File: config.mk
export PLATFORM = sky130hd
export DESIGN_NAME = wall_scheduler
export DESIGN_NICKNAME = d
export VERILOG_FILES = /design/src/rtl/wall_scheduler.sv
export SDC_FILE = /design/constraint.sdc
export NUM_CORES = 1
export LEC_CHECK = 0
export CORE_ASPECT_RATIO = 0.75
export CORE_UTILIZATION = 46
export DETAILED_ROUTE_END_ITERATION = 6
export PLACE_DENSITY = 0.76
export SYNTH_ARGS = -nofsm -noshare
export SYNTH_HDL_FRONTEND = slang
export SYNTH_SLANG_ARGS = --single-unit
File: constraint.sdc
create_clock -name clk -period 3 [get_ports clk]
set_clock_uncertainty 0.1 [all_clocks]
set_input_delay 0.3 -clock clk [delete_from_list [all_inputs] [get_ports clk]]
set_output_delay 0.3 -clock clk [all_outputs]
set_load 0.02 [all_outputs]
File: src/rtl/wall_scheduler.sv
// Wall spawn sequencer and round-robin arbiter for the shared VGA draw/erase datapath.
// Spawns launch into the lowest free slot; the drawer is granted round-robin, one job at a time.
module wall_scheduler #(
  parameter int unsigned NUM_WALLS = 4,
  parameter int unsigned CNT_W     = 8
) (
  input  logic                 clk,
  input  logic                 reset,
  input  logic                 enable,
  input  logic                 frame_tick,
  input  logic [CNT_W-1:0]     interval,
  input  logic [NUM_WALLS-1:0] wall_busy,
  input  logic [NUM_WALLS-1:0] draw_req,
  input  logic                 draw_done,
  output logic [NUM_WALLS-1:0] wall_go,
  output logic [NUM_WALLS-1:0] draw_grant,
  output logic [CNT_W-1:0]     spawn_count,
  output logic                 overflow
);

  localparam int unsigned IDX_W = (NUM_WALLS > 1) ? $clog2(NUM_WALLS) : 1;
  localparam logic [0:0] ARB_IDLE = 1'b0;
  localparam logic [0:0] ARB_BUSY = 1'b1;
  localparam logic [NUM_WALLS-1:0] ONE_HOT0 = {{(NUM_WALLS-1){1'b0}}, 1'b1};

  logic [CNT_W-1:0]     timer_q, timer_d;
  logic [NUM_WALLS-1:0] reserved_q, reserved_d;
  logic [NUM_WALLS-1:0] go_q, go_d;
  logic [CNT_W-1:0]     count_q, count_d;
  logic                 overflow_q, overflow_d;
  logic [CNT_W-1:0]     ivl_m1;
  logic                 advance, spawn_due;
  logic [NUM_WALLS-1:0] free;

  logic [0:0]           state_q, state_d;
  logic [NUM_WALLS-1:0] grant_q, grant_d;
  logic [IDX_W-1:0]     grant_idx_q, grant_idx_d;
  logic [IDX_W-1:0]     rr_ptr_q, rr_ptr_d;
  logic                 pick_found;
  logic [IDX_W-1:0]     pick_idx;

  // Spawn path: timer, slot allocation, reservation and statistics.
  always_comb begin
    ivl_m1     = (interval == '0) ? '0 : interval - CNT_W'(1);
    advance    = frame_tick & enable;
    spawn_due  = advance && (timer_q == ivl_m1);
    timer_d    = timer_q;
    if (advance) timer_d = spawn_due ? '0 : timer_q + CNT_W'(1);
    free       = ~wall_busy & ~reserved_q;
    go_d       = '0;
    // Descending scan so the lowest free slot is the last (winning) assignment.
    for (int i = int'(NUM_WALLS) - 1; i >= 0; i--) begin
      if (spawn_due && free[i]) go_d = ONE_HOT0 << i;
    end
    // Reservation covers the gap until the wall controller raises busy.
    reserved_d = (reserved_q & ~wall_busy) | go_d;
    overflow_d = overflow_q | (spawn_due && (free == '0));
    count_d    = count_q;
    if ((go_d != '0) && (count_q != '1)) count_d = count_q + CNT_W'(1);
  end

  // Arbiter: first requester after rr_ptr, wrapping.
  always_comb begin
    int unsigned cand;
    pick_found = 1'b0;
    pick_idx   = '0;
    cand       = 0;
    for (int unsigned k = 1; k <= NUM_WALLS; k++) begin
      cand = int'(rr_ptr_q) + k;
      if (cand >= NUM_WALLS) cand = cand - NUM_WALLS;
      if (!pick_found && draw_req[cand]) begin
        pick_found = 1'b1;
        pick_idx   = IDX_W'(cand);
      end
    end
  end

  always_comb begin
    state_d     = state_q;
    grant_d     = grant_q;
    grant_idx_d = grant_idx_q;
    rr_ptr_d    = rr_ptr_q;
    case (state_q)
      ARB_IDLE: begin
        if (pick_found) begin
          grant_d     = ONE_HOT0 << pick_idx;
          grant_idx_d = pick_idx;
          state_d     = ARB_BUSY;
        end
      end
      ARB_BUSY: begin
        if (draw_done) begin
          grant_d  = '0;
          rr_ptr_d = grant_idx_q;
          state_d  = ARB_IDLE;
        end
      end
      default: begin
        grant_d = '0;
        state_d = ARB_IDLE;
      end
    endcase
  end

  always_ff @(posedge clk) begin
    if (reset) begin
      timer_q     <= '0;
      reserved_q  <= '0;
      go_q        <= '0;
      count_q     <= '0;
      overflow_q  <= 1'b0;
      state_q     <= ARB_IDLE;
      grant_q     <= '0;
      grant_idx_q <= '0;
      rr_ptr_q    <= IDX_W'(NUM_WALLS - 1);
    end else begin
      timer_q     <= timer_d;
      reserved_q  <= reserved_d;
      go_q        <= go_d;
      count_q     <= count_d;
      overflow_q  <= overflow_d;
      state_q     <= state_d;
      grant_q     <= grant_d;
      grant_idx_q <= grant_idx_d;
      rr_ptr_q    <= rr_ptr_d;
    end
  end

  assign wall_go     = go_q;
  assign draw_grant  = grant_q;
  assign spawn_count = count_q;
  assign overflow    = overflow_q;

endmodule

-- Word-level counts from Yosys, hierarchy flattened
Cells that the tools add are included.
W data, S select, Z words.
- flip-flop bits (word level): 34
- bits of input ports: 21
- logic and storage cells: 92
- add/subtract/negate cells: 11
- magnitude comparators: 8
- eq/ne operators: 4
- shift-type cells: 1
- mux-type cells: 32
- bitwise operators: 8
- reductions and logical operators: 19
- operators by type and width (kind ; count):
    $lt A32 B3 Y1 const B ; 4
    $mux W32 ; 4
    $mux W4 ; 6
    $add A8 B1 Y8 const B ; 2
    $mux W8 ; 2
    $sub A3 B3 Y4 const B ; 3
    $logic_and A1 B1 Y1 ; 10
    $mux W1 ; 10
    $ge A3 B3 Y1 const B ; 3
    $and A4 B4 Y4 ; 2
    $bmux W1 S2 ; 4
    $eq A8 B8 Y1 ; 1
    $logic_not A8 Y1 ; 1
    $mux W2 ; 4
    $ne A8 B8 Y1 const B ; 1
    $not A4 Y4 ; 2
    $pmux W4 S2 ; 1
    $sub A8 B1 Y8 const B ; 1
    $add A2 B2 Y3 const B ; 2
    $reduce_and A2 Y1 ; 3
    $sub A4 B3 Y5 const B ; 1
    $add A2 B3 Y4 const B ; 1
    $ge A4 B3 Y1 const B ; 1
    $logic_not A4 Y1 ; 1
    other kinds (10) ; 13

-- Longest topological paths before layout
Gate-level depths: netlist (run 1).
- depth in word-level cells: 18
- depth in mapped cells: 11
- depth with buffers taken out: 9

-- Least setup slack after synthesis (run 1)
No wires, ideal clock.
- path type: input -> register
- start point: input port interval[0]
- end point: register count_q[5] (netlist: spawn_count[5])
- setup time: 0.123 ns
- arrival time: 2.793 ns
- path slack: -0.016 ns
- stages: 10
- path buffers: 1
- path through: inv_1 ha_1 buf_2 or4b_2 nor4b_1 o21a_1 o22ai_1 nor4_4 nand4_1 mux2_1
- cells in the longest elaborated chain, start to end: 11
- ends and longest elaborated chain (element ; RTL line ; RTL):
    from (decl) ; 11 ; input logic [CNT_W-1:0] interval,
    $sub A8 B1 Y8 / $logic_not A8 Y1 (equally long branches) ; 44 ; ivl_m1 = (interval == '0) ? '0 : interval - CNT_W'(1);
    $mux W8 (*) ; 44 ;
    $eq A8 B8 Y1 (*) ; 46 ; spawn_due = advance && (timer_q == ivl_m1);
    $logic_and A1 B1 Y1 (*) ; 46 ;
    $logic_and A1 B1 Y1 ; 53 ; if (spawn_due && free[i]) go_d = ONE_HOT0 << i;
    $mux W4 (3 in series) ; 53 ;
    $mux W4 (*) ; 53 ;
    $reduce_bool A4 Y1 (*) ; 59 ; if ((go_d != '0) && (count_q != '1)) count_d = count_q + CNT_W'(1);
    $logic_and A1 B1 Y1 (*) ; 59 ;
    to (signal assigned) ; 120 ; count_q <= count_d;
    to (decl) ; 29 ; logic [CNT_W-1:0] count_q, count_d;
Mark *: on every way between the ends. The rest lies on a longest branch, timed or not.
A chain may end at the register's enable or synchronous reset.

-- Worst setup path in the final report (run 1)
- start point: input port interval[1]
- end point: register count_q[5] (netlist: spawn_count[5])
Same word-level chain as after synthesis.

==> reports/qor.yml, run 1 <==
status: "completed"
rsz0062_at_grt: "true"
first_pass_iters: 4
clockRootBuffer: "clkbuf_8"
critPathKind: "in2reg"
setup.worst_path.end_class: "flip-flop"
critPathMaxFanout: 7
crit_family: "simple AND/OR/NAND/NOR gates"
syn-num-nets: 251
hold_depth: 1
regToRegEndpoint: "spawn_count[5]"
startpoint_type: "input pin"
stdcell_count: 337
rr_startpoint: "timer_q[2]"
routed_wl_um: 4430
avgRoutedWirePerCell_um: 13.2
power.leakage_uw: 0.000956
tightest_slew_ns: 0.480
hold_viol_final: 0
cts-resized-gates: 0
hold_path_class: "reg2reg"
cp.buffers_inverters: 2
floorplan.rows: 19
synth_top_area_share_pct: 36.7
synth_edf_count: 0
antenna_found_initial: 0
yosysMostFrequentCell: "dfxtp_1"
drt_iter0_markers: 84
cts.clk_slew.worst_paths_ns: 0.07
r2r_cells: 7
synth.avg_cell_area_um2: 8.17
synth_seq_cells: 34
multi_input_area_um2: 1130
place_inst: 329
io_pins: 38
peakVddDrop_mv: 0.311
ys_top_cells_by_area: "dfxtp_1 37%, nor2_1 4.9%, nand3_1 4.3%, nor3_1 4.3%, a21oi_1 3.2%"
p_total_uw: 970
synth.distinct_cells: 53
rrSetupSlack_ns: 0.36
cellPowerDensity_nw_per_um2: 381
seqPwrFrac_pct: 48.7
worstPathCellList: "clkdlybuf4s50_1, inv_1, ha_4, and3_1, a311o_1, or3_1, o32a_4, nor4_4, nand4_1, mux2_1"
fin_tns_setup_ns: 0
cts_setup_buffers: 0
ant_nets: 0
min_to: "wall_go[3]"
clk_latency_ns: 0.29
swShare_pct: 25.2
setup_viol: 0
relSlewSlack_pct: 67.6
numPortBuffers: 37
htree_levels: 2
yosys-top-cells-count: "34 x dfxtp_1, 24 x nor2_1, 16 x nand3_1, 16 x nor3_1, 13 x nand2_1"
hpwl_um: 3250
ys_seq_area_share_pct: 36.7
fin_util_pct: 67.9
placed_area_um2: 2430
final_max_slew_viol_count: 0
diodes: 0
fillers: 344
numCtsBuffers: 5
p_comb_share_pct: 15.8
max_stage_delay_ns: 0.48
fin_nets: 308
dieArea_um2: 4290
drc: 0
cts.sinks: 34
hp-start: "reserved_q[3]"
die_h_um: 57.0
gp_congestion: 0.827
grt_pass1_vias: 1597
dieWidth_um: 75.3
period_needed_ns: 2.92
synth_top_area_cell: "dfxtp_1"
required_ns: 3.07
hold_buffers: 0
syn_area_um2: 1860
clk_path_buf_depth: 2
seqCellArea_um2: 681
area_growth_pct: 37.4
via_count: 1853
ys_dominant_reg_cell: "dfxtp_1"
coreArea_um2: 3760
cts_tree: "done"
final_design_area_no_fill_um2: 2550
initial_core_util_pct: 49.4
fmax_mhz: 343
syn_inst: 227
crit_path_top_delay_cell: "clkdlybuf4s50_1"
synthArstFlopShare_pct: 0
vias_per_cell: 5.50
power.switching_uw: 245
grt_use_total_pct: 22.0
yosysWarnings: 0
clkPwrFrac_pct: 35.5
grt_max_degree: 29
internal-power_uw: 725
arrival_ns: 2.98
gr-total-overflow: 0
min_period_over_period_pct: 97.2
drive_gt1_share_pct: 14.7
grt_pass1_wl_um: 7120
max-cap-violations: 0
[cells in the final DEF, fill, tap and decap left out, types with 6 or more instances in the layout]
cell type	count
clkdlybuf4s50_1	37
dfxtp_1	34
nor2_1	24
buf_4	22
nand3_1	16
nor3_1	16
nand2_1	13
a21oi_1	12
inv_1	11
o21ai_0	8
and3_1	6
nor4_1	6
xor2_1	6
clkbuf_8	6
[state kept, by name, indices dropped and copies added, names as in the netlist]
| name | flops |
|---|---|
| spawn_count | 8 |
| timer_q | 8 |
| draw_grant | 4 |
| reserved_q | 4 |
| wall_go | 4 |
| grant_idx_q | 2 |
| rr_ptr_q | 2 |
| overflow | 1 |
| state_q | 1 |
[worst max-delay path by stage]
stage               depth (start not counted)  slack (ns)         from              to
floorplan                                  10        0.13  interval[0]  spawn_count[5]
global placement                           10       -0.19  interval[0]  spawn_count[5]
detailed placement                         10       -0.26  interval[0]  spawn_count[5]
CTS                                        10        0.03  interval[0]  spawn_count[5]
global route                               11      -0.006  interval[1]  spawn_count[2]
finish                                     10        0.08  interval[1]  spawn_count[5]
[layout make-up]
class	count	share of cell area [%]
clock buffer	7	3.39
clock inverter	1	0.196
inverter	11	1.62
multi-input combinational	173	44.5
sequential	34	26.7
tap	52	2.55
timing repair buffer	59	21.0
[cells by family (layout without fill, tap and decap cells)]
kind of cell / Yosys count / in the layout / synth area share (%)
buf+inv: 20 / 78 / 4.18
mux: 4 / 4 / 2.36
compound gates: 48 / 48 / 18.3
flops: 34 / 34 / 36.7
simple gates: 109 / 109 / 32.2
fa+ha+maj: 3 / 3 / 2.02
xor+xnor: 9 / 9 / 4.25
[power by group through the flow]
| stage | logic (uW) | registers, uW | clock network (uW) |
|---|---|---|---|
| finish | 153 | 472 | 345 |
| global route | 166 | 475 | 373 |
| CTS | 148 | 472 | 351 |
| detailed placement | 147 | 482 | 0 |
| global placement | 147 | 482 | 0 |
| floorplan | 76.3 | 482 | 0 |
[routing by layer]
| layer | share of wire, % | vias up | GRT usage [%] |
|---|---|---|---|
| met5 | 0 | - | 0 |
| met4 | 1.2 | 0 | 7.14 |
| met3 | 5.5 | 7 | 5.30 |
| met2 | 41 | 49 | 29.8 |
| met1 | 52 | 840 | 33.8 |
| li1 | - | 957 | - |
[worst reg2reg max path, stage by stage (launching register included)]
cell     delay, ns
dfxtp_1       0.49
nor3b_1       0.10
a311o_1       0.34
or3_1         0.32
o32a_4        0.35
nor4_4        0.33
nand4_1       0.15
mux2_1        0.34
[stage by stage]
step / hold slack [ns] / setup slack [ns]
detailed placement: 0.331 / -0.262
global route: 0.352 / -0.00622
global placement: 0.327 / -0.191
CTS: 0.340 / 0.0332
finish: 0.338 / 0.0844
floorplan: 0.277 / 0.134
(Power assumes the default switching activity.)
==> run 2, diff against run 1 <==
Settings changed: CORE_MARGIN from default to 5, SLEW_MARGIN from default to 20.
==> reports/qor.yml, run 2 (synthesis results as in run 1) <==
peakVddDrop_mv: 0.260  # was 0.311 mV
fin_tns_setup_ns: 0  # unchanged
gr-total-overflow: 0  # unchanged
required_ns: 3.07  # about the same
dieArea_um2: 5420  # was 4290 um^2
met1Wirelength_um: 2230  # was 2320 um
final_cell_mix: "36 x clkdlybuf4s50_1, 34 x dfxtp_1, 24 x nor2_1, 19 x buf_4, 16 x nand3_1"  # was 37 x clkdlybuf4s50_1, 34 x dfxtp_1, 24 x nor2_1, 22 x buf_4
critPathKind: "in2reg"  # unchanged
drc: 0  # unchanged
tightest_slew_ns: 0.532  # was 0.480 ns
max_stage_delay_ns: 0.51  # was 0.48 ns
hold_path_class: "reg2reg"  # unchanged
place_inst: 329  # unchanged
crit_family: "simple AND/OR/NAND/NOR gates"  # unchanged
cts_tree: "done"  # unchanged
grt_pass1_vias: 1627  # was 1597
startpoint_type: "input pin"  # unchanged
gp_congestion: 0.813  # was 0.827
hold_viol_final: 0  # unchanged
hpwl_um: 3310  # was 3250 um
power.leakage_uw: 0.000961  # was 0.000956 uW
rsz0062_at_grt: "false"  # was true
fin_nets: 305  # was 308
worstPathCellList: "clkdlybuf4s50_1, inv_1, ha_2, or4b_4, nor4b_4, o21a_1, o22ai_2, nor4_4, nand4_1, mux2_1"  # was clkdlybuf4s50_1, inv_1, ha_4, and3_1, a311o_1, or3_1, o32a_4, nor4_4, nand4_1, mux2_1
grt_use_total_pct: 16.5  # was 22.0%
cts_setup_buffers: 0  # unchanged
coreArea_um2: 3980  # was 3760 um^2
drt_iter0_markers: 95  # was 84
dieWidth_um: 83.3  # was 75.3 um
htree_levels: 2  # unchanged
grt_pass1_wl_um: 7270  # was 7120 um
vias_per_cell: 5.50  # about the same
avgRoutedWirePerCell_um: 13.1  # was 13.2 um
met2_length_um: 1970  # was 1810 um
critPathMaxFanout: 6  # was 7
clk_latency_ns: 0.28  # was 0.29 ns
fmax_mhz: 350  # was 343 MHz
ant_nets: 0  # unchanged
area_growth_pct: 36.5  # was 37.4%
relSlewSlack_pct: 64.2  # was 67.6%
mostFrequentLayoutCell: "clkdlybuf4s50_1"  # unchanged
hold_ws_ns: 0.359  # was 0.338 ns
status: "completed"  # unchanged
cellPowerDensity_nw_per_um2: 381  # about the same
die_h_um: 65.0  # was 57.0 um
period_needed_ns: 2.86  # was 2.92 ns
setup.worst_path.end_class: "flip-flop"  # unchanged
cp.buffers_inverters: 2  # unchanged
drive_gt1_share_pct: 14.5  # was 14.7%
fin_util_pct: 63.7  # was 67.9%
grt_max_degree: 29  # unchanged
first_pass_iters: 4  # unchanged
numCtsBuffers: 5  # unchanged
top_layer: "met3"  # was met4
arrival_ns: 2.92  # was 2.98 ns
min_period_over_period_pct: 95.2  # was 97.2%
cts.clk_slew.worst_paths_ns: 0.07  # about the same
initial_core_util_pct: 46.6  # was 49.4%
crit_path_top_delay_cell: "or4b_4"  # was clkdlybuf4s50_1
floorplan.rows: 20  # was 19
stdcell_count: 337  # unchanged
antenna_found_initial: 0  # unchanged
setup_viol: 0  # unchanged
fillers: 348  # was 344
max-cap-violations: 0  # unchanged
final_max_slew_viol_count: 0  # unchanged
wl_met3_um: 210  # was 242 um
io_pins: 38  # unchanged
via_count: 1854  # was 1853
diodes: 0  # unchanged
clockRootBuffer: "clkbuf_8"  # unchanged
numPortBuffers: 37  # unchanged
cts.sinks: 34  # unchanged
routed_wl_um: 4420  # was 4430 um
clk_path_buf_depth: 2  # unchanged
[run 2: what timing repair did]
action | 4_1_cts | 5_1_grt
hold buffers | 0 | 0
pin swaps | 2 | 2
cloned | 0 | 0
endpoints found under the setup margin | 2 | 15
resized for setup | 0 | 6
[run 2: worst reg2reg max path: cells and delay by family (launching register included)]
family | cells | cell delay, ns
compound gates | 3 | 0.89
buf+inv | 1 | 0.20
flops | 1 | 0.49
simple gates | 4 | 0.75
[run 2: layout make-up]
class	count	area, um^2	share of cell area, %
multi-input combinational	173	1140	44.8
sequential	34	681	26.9
timing repair buffer	56	515	20.3
clock buffer	7	86.3	3.41
tap	55	68.8	2.72
inverter	11	41.3	1.63
clock inverter	1	5.00	0.198
[run 2: worst paths after layout]
| path | start | end | slack (ns) | cells after the start |
|---|---|---|---|---|
| worst max register to register | timer_q[2] | timer_q[0] | 0.46 | 8 |
| worst min register to register | reserved_q[1] | wall_go[1] | 0.36 | 1 |
| worst min-delay path | reserved_q[1] | wall_go[1] | 0.36 | 1 |
| worst max-delay path | interval[0] | spawn_count[5] | 0.14 | 10 |
[run 2: power breakdown]
part	switching, uW	leakage, uW	total (uW)	internal (uW)
sequential	10.8	0.000276	473	462
clock	160	0.0000482	345	185
combinational	73.9	0.000637	149	74.7
[run 2: through the flow]
stage          power, uW  setup slack [ns]  area [um^2]
6_report             966             0.145         2530
5_1_grt             1010           0.00955         2530
3_3_place_gp         624            -0.216         2410
2_1_floorplan        558             0.134         1870
4_1_cts              970            0.0129         2500
3_5_place_dp         627            -0.305         2410
[run 2: per-layer routing]
metal / track usage, % / vias up
met4: 3.67 / 0
met3: 6.23 / 0
met1: 21.8 / 871
met5: 0 / -
li1: - / 942
met2: 25.5 / 41
==> run 3, diff against run 2 <==
Settings changed: ABC_CLOCK_PERIOD_IN_PS from default to 3000, CELL_PAD_IN_SITES_DETAIL_PLACEMENT from default to 1, CELL_PAD_IN_SITES_GLOBAL_PLACEMENT from default to 1, CORE_UTILIZATION 46 to 34, PLACE_DENSITY 0.76 to default, PLACE_DENSITY_LB_ADDON from default to 0.1, TNS_END_PERCENT from default to 1.
==> reports/qor.yml, run 3 (synthesis results as in run 1) <==
status: "completed"  # unchanged
setup.worst_path.end_class: "flip-flop"  # unchanged
grt_max_degree: 29  # unchanged
fin_nets: 308  # was 305
cellPowerDensity_nw_per_um2: 377  # was 381 nW/um^2
use_met2_pct: 22.7  # was 25.5%
startpoint_type: "input pin"  # unchanged
power.leakage_uw: 0.000996  # was 0.000961 uW
clk_latency_ns: 0.29  # was 0.28 ns
drive_gt1_share_pct: 16.5  # was 14.5%
mostFrequentLayoutCell: "dfxtp_1"  # was clkdlybuf4s50_1
via_count: 1871  # was 1854
die_h_um: 74.0  # was 65.0 um
ant_nets: 0  # unchanged
htree_levels: 2  # unchanged
worstPathCellList: "clkdlybuf4s50_1, or3_4, o311a_1, or3_1, o32a_4, nor4_4, nand4_1, mux2_4"  # was clkdlybuf4s50_1, inv_1, ha_2, or4b_4, nor4b_4, o21a_1, o22ai_2, nor4_4, nand4_1, mux2_1
grt_use_met3_pct: 4.15  # was 6.23%
first_pass_iters: 4  # unchanged
final_design_area_no_fill_um2: 2600  # was 2530 um^2
dieWidth_um: 95.3  # was 83.3 um
io_pins: 38  # unchanged
fmax_mhz: 345  # was 350 MHz
period_needed_ns: 2.90  # was 2.86 ns
gr-total-overflow: 0  # unchanged
gp_congestion: 0.807  # was 0.813
avgRoutedWirePerCell_um: 14.8  # was 13.1 um
critPathMaxFanout: 3  # was 6
required_ns: 3.07  # about the same
stdcell_count: 360  # was 337
floorplan.rows: 23  # was 20
hpwl_um: 4030  # was 3310 um
numPortBuffers: 37  # unchanged
critPathKind: "in2reg"  # unchanged
cts_tree: "done"  # unchanged
clockRootBuffer: "clkbuf_8"  # unchanged
setup_viol: 0  # unchanged
hold_buffers: 0  # unchanged
crit_path_top_delay_cell: "clkdlybuf4s50_1"  # was or4b_4
diodes: 0  # unchanged
rsz0062_at_grt: "false"  # unchanged
min_period_over_period_pct: 96.7  # was 95.2%
initial_core_util_pct: 34.9  # was 46.6%
drc: 0  # unchanged
clk_path_buf_depth: 2  # unchanged
max-cap-violations: 0  # unchanged
routed_wl_um: 5310  # was 4420 um
final_cell_mix: "34 x dfxtp_1, 33 x clkdlybuf4s50_1, 24 x nor2_1, 21 x buf_4"  # was 36 x clkdlybuf4s50_1, 34 x dfxtp_1, 24 x nor2_1, 19 x buf_4, 16 x nand3_1
numCtsBuffers: 5  # unchanged
drt_iter0_markers: 65  # was 95
grt_pass1_vias: 1866  # was 1627
hold_viol_final: 0  # unchanged
dieArea_um2: 7050  # was 5420 um^2
top_usage_layer: "met1"  # was met2
cts.sinks: 34  # unchanged
vias_per_cell: 5.20  # was 5.50
antenna_found_initial: 0  # unchanged
arrival_ns: 2.97  # was 2.92 ns
use_met1_pct: 24.0  # was 21.8%
peakVddDrop_mv: 0.176  # was 0.260 mV
grt_use_total_pct: 16.1  # was 16.5%
cts.clk_slew.worst_paths_ns: 0.07  # about the same
grt_pass1_wl_um: 8930  # was 7270 um
coreArea_um2: 5320  # was 3980 um^2
max_stage_delay_ns: 0.43  # was 0.51 ns
area_growth_pct: 40.1  # was 36.5%
final_max_slew_viol_count: 0  # unchanged
relSlewSlack_pct: 66.3  # was 64.2%
tightest_slew_ns: 0.500  # was 0.532 ns
place_inst: 350  # was 329
hold_path_class: "reg2reg"  # unchanged
placed_area_um2: 2440  # was 2410 um^2
==> run 3: cell count changes in the layout (fill, tap and decap cells not counted), moves of 2 or more <==
cell	change
clkdlybuf4s50_1	-3
inv_1	-2
dlymetal6s2s_1	+3
buf_4	+2
inv_2	+2
==> run 3: final cells by class <==
| type | count | area (um^2) |
|---|---|---|
| clock buffers | 6 | 82.6 |
| clock inverters | 2 | 12.5 |
| fillers | 647 | 2730 |
| inverters | 11 | 41.3 |
| multi-input cells | 173 | 1140 |
| flip-flops and latches | 34 | 681 |
| well taps | 75 | 93.8 |
| repair buffers | 59 | 549 |
==> run 3: through the flow <==
stage                     util (%)  worst slack [ns]  hold slack, ns  setup TNS, ns  power, uW
after CTS                     48.1            0.0584           0.353              0        988
final                         48.8            0.0993           0.360              0        979
after detailed placement      45.9            -0.354           0.343          -6.39        634
after global placement        45.9            -0.234           0.337          -3.37        632
after floorplan                  -             0.134           0.277              0        558
after global routing          48.8            0.0112           0.386              0       1030
==> run 3: worst max-delay path, delay by kind of cell <==
family	cells	cell delay (ns)
simple gates	4	1.24
mux	1	0.33
compound gates	2	0.68
buf+inv	1	0.43
==> run 3: per-layer routing <==
metal	wire (um)	vias to the layer above
li1	-	946
met1	2890	885
met2	2150	38
met3	246	2
met4	23	0
met5	0	-
==> run 3: final timing paths <==
kind,startpoint,to,slack (ns),cells past startpoint
max reg2reg,timer_q[2],spawn_count[5],0.32,7
max,interval[7],spawn_count[5],0.1,8
min,reserved_q[3],wall_go[3],0.36,1
min reg2reg,reserved_q[3],wall_go[3],0.36,1
==> run 3: report_power, final <==
part | total [uW] | switching, uW | internal (uW)
Combinational | 156 | 78.2 | 77.8
Clock | 349 | 165 | 184
Sequential | 473 | 11.6 | 462
==> run 3: repair_timing <==
action	CTS	global route
pin swaps	3	6
buffers inserted	2	0
resized for setup	2	11
setup endpoints to repair	11	17
